--- config.mk ---
export PLATFORM = sky130hd
export DESIGN_NAME = eight_input_eval_arbiter_flat
export DESIGN_NICKNAME = d
export VERILOG_FILES = /design/src/rtl/eight_input_eval_arbiter_if.sv /design/src/rtl/eight_input_eval_arbiter.sv /design/src/flat_wrapper.sv
export SDC_FILE = /design/constraint.sdc
export NUM_CORES = 1
export LEC_CHECK = 0
export ABC_AREA = 0
export CELL_PAD_IN_SITES_DETAIL_PLACEMENT = 0
export CELL_PAD_IN_SITES_GLOBAL_PLACEMENT = 2
export CORE_UTILIZATION = 23
export DETAILED_ROUTE_END_ITERATION = 8
export MAX_ROUTING_LAYER = met4
export PLACE_DENSITY = 0.82
export SETUP_SLACK_MARGIN = 0.15
export SLEW_MARGIN = 20
export SYNTH_ARGS = -nofsm -noshare
export SYNTH_HDL_FRONTEND = slang
export SYNTH_SLANG_ARGS = --single-unit
--- constraint.sdc ---
create_clock -name clk -period 2.2 [get_ports clk]
set_input_delay 0.44 -clock clk [delete_from_list [all_inputs] [get_ports clk]]
set_output_delay 0.44 -clock clk [all_outputs]
set_load 0.02 [all_outputs]
--- src/rtl/eight_input_eval_arbiter_if.sv ---
// eight_input_eval_arbiter_if: request/response bundle between requesters, consumer and the shared evaluator
//   req_valid/req_ready/req_data/req_mode : per-requester request handshake, 8-bit operand and timing mode
//   resp_valid/resp_ready/resp_y/resp_id  : tagged 1-bit result handshake
//   busy/done_cnt                         : status outputs of the evaluator
interface eight_input_eval_arbiter_if #(
  parameter int NUM_REQ = 4,
  parameter int ID_W = 2,
  parameter int CNT_W = 16
);
  logic [NUM_REQ-1:0] req_valid;
  logic [NUM_REQ-1:0] req_ready;
  logic [NUM_REQ*8-1:0] req_data;
  logic [NUM_REQ-1:0] req_mode;
  logic resp_valid;
  logic resp_ready;
  logic resp_y;
  logic [ID_W-1:0] resp_id;
  logic busy;
  logic [CNT_W-1:0] done_cnt;
  modport master (
    output req_valid, req_data, req_mode, resp_ready,
    input req_ready, resp_valid, resp_y, resp_id, busy, done_cnt
  );
  modport slave (
    input req_valid, req_data, req_mode, resp_ready,
    output req_ready, resp_valid, resp_y, resp_id, busy, done_cnt
  );
endinterface

--- src/rtl/eight_input_eval_arbiter.sv ---
// eight_input_eval_arbiter: round-robin sharing of one 8-input boolean evaluator among NUM_REQ requesters
//   clk   : rising-edge clock
//   rst_n : asynchronous active-low reset
//   bus   : slave side of eight_input_eval_arbiter_if (request handshake in, tagged result out, busy, done_cnt)
module eight_input_eval_arbiter #(
  parameter int NUM_REQ = 4,
  parameter int ID_W = 2,
  parameter int CNT_W = 16
) (
  input logic clk,
  input logic rst_n,
  eight_input_eval_arbiter_if.slave bus
);
  typedef enum logic [1:0] {IDLE, EVAL, HOLD} state_t;
  state_t state, state_nx;
  logic [ID_W-1:0] rr_ptr, win, id_q;
  logic [ID_W:0] idx;
  logic found, y_q;
  logic [7:0] operand, data_q;
  logic [CNT_W-1:0] cnt_q;

  // y = (((a&b)|(c^d)) & (~e|f)) ^ (g&~h), with a = bit 7 ... h = bit 0
  function automatic logic eval_fn(input logic [7:0] d);
    return (((d[7] & d[6]) | (d[5] ^ d[4])) & (~d[3] | d[2])) ^ (d[1] & ~d[0]);
  endfunction

  // Scan offsets from the far end back toward rr_ptr so the nearest pending requester wins last.
  always_comb begin
    win = rr_ptr;
    found = 1'b0;
    idx = '0;
    for (int k = NUM_REQ - 1; k >= 0; k--) begin
      idx = {1'b0, rr_ptr} + (ID_W + 1)'(k);
      idx = (idx >= (ID_W + 1)'(NUM_REQ)) ? idx - (ID_W + 1)'(NUM_REQ) : idx;
      if (bus.req_valid[idx[ID_W-1:0]]) begin
        win = idx[ID_W-1:0];
        found = 1'b1;
      end
    end
  end

  assign operand = bus.req_data[{win, 3'b000} +: 8];

  always_comb begin
    state_nx = state;
    state_nx = (state == IDLE) ? (found ? (bus.req_mode[win] ? EVAL : HOLD) : IDLE) :
               (state == EVAL) ? HOLD :
               (bus.resp_ready ? IDLE : HOLD);
  end

  always_ff @(posedge clk or negedge rst_n) begin
    if (!rst_n) begin
      state <= IDLE;
      rr_ptr <= '0;
      data_q <= '0;
      y_q <= 1'b0;
      id_q <= '0;
      cnt_q <= '0;
    end else begin
      state <= state_nx;
      if (state == IDLE && found) begin
        data_q <= operand;
        id_q <= win;
        rr_ptr <= (win == ID_W'(NUM_REQ - 1)) ? '0 : win + 1'b1;
        // Combinational mode evaluates straight into the result register at the accept edge.
        if (!bus.req_mode[win]) y_q <= eval_fn(operand);
      end
      if (state == EVAL) y_q <= eval_fn(data_q);
      if (state == HOLD && bus.resp_ready) cnt_q <= cnt_q + 1'b1;
    end
  end

  // Gated by rst_n so no grant is offered while reset is held.
  assign bus.req_ready = (rst_n && state == IDLE && found) ? NUM_REQ'(1) << win : '0;
  assign bus.resp_valid = (state == HOLD);
  assign bus.busy = (state != IDLE);
  assign bus.resp_y = y_q;
  assign bus.resp_id = id_q;
  assign bus.done_cnt = cnt_q;
endmodule

--- src/flat_wrapper.sv ---
// flat-port wrapper written by rule: the top's interface ports become plain ports
module eight_input_eval_arbiter_flat 
#(
  parameter int NUM_REQ = 4,
  parameter int ID_W = 2,
  parameter int CNT_W = 16
)
  (clk, rst_n, bus_req_valid, bus_req_data, bus_req_mode, bus_resp_ready, bus_req_ready, bus_resp_valid, bus_resp_y, bus_resp_id, bus_busy, bus_done_cnt);
  eight_input_eval_arbiter_if #(.NUM_REQ(NUM_REQ), .ID_W(ID_W), .CNT_W(CNT_W)) bus_i ();
  input logic clk;
  input logic rst_n;
  input wire logic [$bits(bus_i.req_valid)-1:0] bus_req_valid;
  input wire logic [$bits(bus_i.req_data)-1:0] bus_req_data;
  input wire logic [$bits(bus_i.req_mode)-1:0] bus_req_mode;
  input wire logic [$bits(bus_i.resp_ready)-1:0] bus_resp_ready;
  output wire logic [$bits(bus_i.req_ready)-1:0] bus_req_ready;
  output wire logic [$bits(bus_i.resp_valid)-1:0] bus_resp_valid;
  output wire logic [$bits(bus_i.resp_y)-1:0] bus_resp_y;
  output wire logic [$bits(bus_i.resp_id)-1:0] bus_resp_id;
  output wire logic [$bits(bus_i.busy)-1:0] bus_busy;
  output wire logic [$bits(bus_i.done_cnt)-1:0] bus_done_cnt;
  assign bus_i.req_valid = bus_req_valid;
  assign bus_i.req_data = bus_req_data;
  assign bus_i.req_mode = bus_req_mode;
  assign bus_i.resp_ready = bus_resp_ready;
  assign bus_req_ready = bus_i.req_ready;
  assign bus_resp_valid = bus_i.resp_valid;
  assign bus_resp_y = bus_i.resp_y;
  assign bus_resp_id = bus_i.resp_id;
  assign bus_busy = bus_i.busy;
  assign bus_done_cnt = bus_i.done_cnt;
  eight_input_eval_arbiter #(.NUM_REQ(NUM_REQ), .ID_W(ID_W), .CNT_W(CNT_W)) u_core (.clk(clk), .rst_n(rst_n), .bus(bus_i));
endmodule
==> run_summary.xml <==
<?xml version="1.0" encoding="UTF-8"?>
<metrics>
  <group name="clock_network">
    <metric name="clock_buffers_created_by_tritoncts" unit="">5</metric>
    <metric name="hold_buffers" unit="">0</metric>
    <metric name="tritoncts_num_sinks" unit="">31</metric>
    <metric name="clk_root_buffer_cell" unit="">sky130_fd_sc_hd__clkbuf_8</metric>
    <metric name="clk_pin_slew_worst_paths" unit="ns">0.07</metric>
    <metric name="htree_levels" unit="">2</metric>
    <metric name="tritoncts" unit="">done</metric>
    <metric name="max-clock-path-buffers" unit="">2</metric>
    <metric name="clock_latency" unit="ns">0.28</metric>
  </group>
  <group name="yosys">
    <metric name="netlist_top_cells_area" unit="">sky130_fd_sc_hd__dfrtp_1 42%, sky130_fd_sc_hd__xnor2_1 6.6%, sky130_fd_sc_hd__mux2i_1 6.0%</metric>
    <metric name="postSynthAreaPerCell" unit="sq um">9.67</metric>
    <metric name="ys_ff_latch" unit="">31</metric>
    <metric name="ys.flop_type" unit="">sky130_fd_sc_hd__dfrtp_1</metric>
    <metric name="netlist.top_cell.by_area" unit="">sky130_fd_sc_hd__dfrtp_1</metric>
    <metric name="synth.cells.most_frequent" unit="">31 x sky130_fd_sc_hd__dfrtp_1, 29 x sky130_fd_sc_hd__nand2_1, 14 x sky130_fd_sc_hd__xnor2_1, 11 x sky130_fd_sc_hd__mux2i_1</metric>
    <metric name="async_reset_ff_share" unit="%">100</metric>
    <metric name="synth-seq-area-share" unit="%">42.0</metric>
    <metric name="yosys.cell_types.count" unit="">38</metric>
    <metric name="syn-instance-count" unit="">191</metric>
    <metric name="mappedNetlistArea" unit="sq um">1850</metric>
    <metric name="synth_warnings" unit="">0</metric>
    <metric name="synth_edf_count" unit="">0</metric>
    <metric name="post-synth-top-count-cell" unit="">sky130_fd_sc_hd__dfrtp_1</metric>
    <metric name="synthesized_nets" unit="">239</metric>
    <metric name="netlist.area_leader.share" unit="%">42.0</metric>
  </group>
  <group name="timing">
    <metric name="report.final.hold_viol_count" unit="">0</metric>
    <metric name="max_clock_freq" unit="MHz">425</metric>
    <metric name="setup_viol" unit="">5</metric>
    <metric name="period_minus_slack" unit="ns">2.35</metric>
    <metric name="post-route-period-util" unit="%">107</metric>
    <metric name="maxSlewViolCount" unit="">0</metric>
    <metric name="tightest_slew" unit="ns">0.541</metric>
    <metric name="clock_skew" unit="ns">0.0103</metric>
    <metric name="hold_slack" unit="ns">0.471</metric>
    <metric name="setup_slack" unit="ns">-0.150</metric>
    <metric name="maxSlewHeadroom" unit="%">63.5</metric>
    <metric name="grt_setup_unrepaired" unit="">yes</metric>
  </group>
  <group name="pwr">
    <metric name="cellLeakagePower" unit="nW">1.45</metric>
    <metric name="finalPower" unit="mW">3.99</metric>
    <metric name="peak_vdd_ir" unit="V">0.000518</metric>
    <metric name="cellPowerDensity" unit="nW/um^2">1190</metric>
  </group>
  <group name="floorplanning">
    <metric name="core" unit="sq um">7730</metric>
    <metric name="start_util" unit="%">23.9</metric>
    <metric name="boundaryPins" unit="">68</metric>
    <metric name="std_cell_rows" unit="">32</metric>
    <metric name="die_h" unit="um">91.6</metric>
    <metric name="die_width" unit="um">91.6</metric>
    <metric name="die_area" unit="sq um">8390</metric>
  </group>
  <group name="cells_and_area">
    <metric name="multiInputGateArea" unit="sq um">1220</metric>
    <metric name="syn2layout_area_growth" unit="%">81.6</metric>
    <metric name="seq_area" unit="sq um">777</metric>
    <metric name="drive_gt1_share" unit="%">33.1</metric>
    <metric name="final_net_count" unit="">355</metric>
    <metric name="filler_cell_count" unit="">755</metric>
    <metric name="finish.cell_count_without_fillers" unit="">410</metric>
    <metric name="finish.utilization" unit="%">43.4</metric>
    <metric name="antenna_cells_inserted" unit="">0</metric>
  </group>
  <group name="worst_setup_path">
    <metric name="critPathRequiredTime" unit="ns">1.76</metric>
    <metric name="cells_traversed_along_the_worst_timing_path" unit="">nor2b_4 &gt; buf_4 &gt; o21a_1 &gt; or2_4 &gt; buf_6 &gt; ha_4 &gt; and3_4 &gt; buf_6</metric>
    <metric name="worst_path_max_delay_cell" unit="">sky130_fd_sc_hd__dfrtp_2</metric>
    <metric name="cp_data_arrival_time" unit="ns">1.91</metric>
    <metric name="critical_path_class" unit="">reg2out</metric>
    <metric name="timing.critical_path.fanout_max" unit="">4</metric>
    <metric name="crit_path_end_kind" unit="">output port</metric>
    <metric name="cpPeakStageDelay" unit="ns">0.44</metric>
    <metric name="path_delay_family" unit="">simple AND/OR/NAND/NOR gates</metric>
    <metric name="critical_path.most_common_cell" unit="">sky130_fd_sc_hd__buf_6</metric>
    <metric name="critical_path_buf_inv_count" unit="">3</metric>
    <metric name="timing.critical_path.from_type" unit="">register</metric>
  </group>
  <group name="global_routing">
    <metric name="groute.usage.overall" unit="%">13.8</metric>
    <metric name="grt_max_degree" unit="">20</metric>
    <metric name="number_of_global_route_vias_before_repair" unit="">1861</metric>
    <metric name="overflow_left_after_global_routing" unit="">0</metric>
    <metric name="antenna_found_initial" unit="">0</metric>
    <metric name="grt_pass1_wl" unit="mm">8.96</metric>
  </group>
  <group name="flow_run">
    <metric name="maxCapViolations" unit="">0</metric>
  </group>
  <group name="placed_design">
    <metric name="placed_cell_count" unit="">390</metric>
    <metric name="place_hpwl" unit="mm">4.17</metric>
    <metric name="final_estimated_routing_congestion_in_global_placement" unit="">0.726</metric>
    <metric name="portBuffers" unit="">67</metric>
    <metric name="place_worst_setup_slack" unit="ns">-0.882</metric>
  </group>
  <group name="drt">
    <metric name="drtIter0Drc" unit="">82</metric>
    <metric name="firstDrtPassIters" unit="">4</metric>
    <metric name="via_count" unit="">1822</metric>
    <metric name="drtAntennaViolNets" unit="">0</metric>
    <metric name="route.detailed.vias_per_inst" unit="">4.44</metric>
    <metric name="routed_wl" unit="mm">5.38</metric>
    <metric name="drc" unit="">0</metric>
    <metric name="average_routed_wire_per_standard_cell" unit="um">13.1</metric>
  </group>
  <group name="hold_path">
    <metric name="hp-class" unit="">reg2reg</metric>
  </group>
  <group name="outcome">
    <metric name="outcome" unit="">complete, but fails checks</metric>
    <metric name="violations" unit="">setup timing</metric>
  </group>
</metrics>
[registers in the layout, summed over array words and instances, names as in the netlist]
register,count
u_core.rr_ptr,2
u_core.data_q,8
u_core.bus.resp_y,1
u_core.state,2
u_core.bus.done_cnt,16
u_core.bus.resp_id,2
[kinds of logic after synthesis]
logic type               Yosys count  share of synthesized area (%)
multiplexers                      13                           7.18
AO/OA/AOI/OAI                     38                           15.0
flip-flops                        31                           42.0
XOR/XNOR                          17                           8.06
AND/OR/NAND/NOR                   75                           21.5
buffers and inverters             12                           2.84
adder cells (fa/ha/maj)            5                           3.39
[final timing paths]
path	from	end	slack, ns	depth (start not counted)
worst min-delay path	u_core.data_q[0]	u_core.data_q[0]	0.47	2
max in group asynchronous	rst_n	u_core.bus.done_cnt[13]	1.25	3
min in group asynchronous	rst_n	u_core.bus.done_cnt[9]	0.66	3
worst max-delay path	u_core.rr_ptr[0]	bus_req_ready[2]	-0.15	8
worst min register to register	u_core.data_q[0]	u_core.data_q[0]	0.47	2
worst max register to register	u_core.rr_ptr[0]	u_core.bus.resp_y	-0.14	10
[worst register-to-register path: stages, from the launching register on]
cell,delay [ns]
sky130_fd_sc_hd__dfrtp_2,0.44
sky130_fd_sc_hd__nor2b_4,0.06
sky130_fd_sc_hd__o21a_1,0.20
sky130_fd_sc_hd__nor3_4,0.24
sky130_fd_sc_hd__inv_2,0.10
sky130_fd_sc_hd__buf_12,0.14
sky130_fd_sc_hd__a211o_1,0.27
sky130_fd_sc_hd__a211o_1,0.30
sky130_fd_sc_hd__o211ai_1,0.12
sky130_fd_sc_hd__mux2i_1,0.24
sky130_fd_sc_hd__nand3_1,0.10
[cell usage in the layout, fill, tap and decap left out, types with 3 or more instances in the layout]
cell type / Yosys / layout
sky130_fd_sc_hd__buf_12: 0 / 3
sky130_fd_sc_hd__nor2_1: 7 / 7
sky130_fd_sc_hd__mux2i_2: 0 / 3
sky130_fd_sc_hd__a211o_1: 3 / 3
sky130_fd_sc_hd__a22o_1: 4 / 4
sky130_fd_sc_hd__a21oi_1: 8 / 7
sky130_fd_sc_hd__mux2i_4: 0 / 3
sky130_fd_sc_hd__nand3_1: 7 / 7
sky130_fd_sc_hd__nor4b_1: 4 / 4
sky130_fd_sc_hd__nor2b_4: 0 / 3
sky130_fd_sc_hd__and3_4: 0 / 4
sky130_fd_sc_hd__o21ai_1: 0 / 3
sky130_fd_sc_hd__nand2_1: 29 / 28
sky130_fd_sc_hd__o21ai_0: 8 / 5
sky130_fd_sc_hd__mux2i_1: 11 / 5
sky130_fd_sc_hd__clkdlybuf4s50_1: 0 / 58
sky130_fd_sc_hd__dfrtp_1: 31 / 30
sky130_fd_sc_hd__xor2_1: 3 / 3
sky130_fd_sc_hd__and3_1: 8 / 4
sky130_fd_sc_hd__clkbuf_8: 0 / 7
sky130_fd_sc_hd__xnor2_1: 14 / 14
sky130_fd_sc_hd__buf_2: 3 / 4
sky130_fd_sc_hd__ha_4: 0 / 4
sky130_fd_sc_hd__buf_6: 0 / 13
sky130_fd_sc_hd__nor2b_1: 6 / 3
sky130_fd_sc_hd__buf_4: 1 / 37
[power breakdown]
| part | switching (mW) | total, mW | leakage, nW | internal (mW) |
|---|---|---|---|---|
| Combinational | 1.16 | 2.58 | 1.00 | 1.42 |
| Clock | 0.216 | 0.501 | 0.0505 | 0.285 |
| Sequential | 0.142 | 0.908 | 0.397 | 0.766 |
| Total | 1.52 | 3.99 | 1.45 | 2.47 |
[metal layers]
| metal | wire length [um] | vias to the layer above | track usage, % |
|---|---|---|---|
| li1 | - | 909 | - |
| met1 | 2490 | 877 | 17.3 |
| met2 | 2650 | 29 | 23.1 |
| met3 | 163 | 7 | 2.68 |
| met4 | 68 | 0 | 2.78 |
| met5 | 0 | - | - |
[per-stage QoR]
step	setup TNS, ns	instance area (sq um)
after global routing	-1.09	3350
after CTS	-0.604	3190
final	-0.634	3350
after detailed placement	-8.43	2960
after global placement	-7.96	2960
after floorplan	-0.169	1920
[layout make-up]
class	instances	share of cell area (%)
clock buffer	7	2.87
clock inverter	1	0.224
inverter	4	0.522
multi-input combinational	148	36.4
sequential	31	23.2
tap	102	3.80
timing repair buffer	117	33.0
[timing repair]
action	in CTS	in global routing
pin swaps	10	4
resized for setup	57	31
buffers inserted	8	4
setup endpoints to repair	17	11
cloned	0	0
No activity file was read; power rests on OpenSTA's default activity.
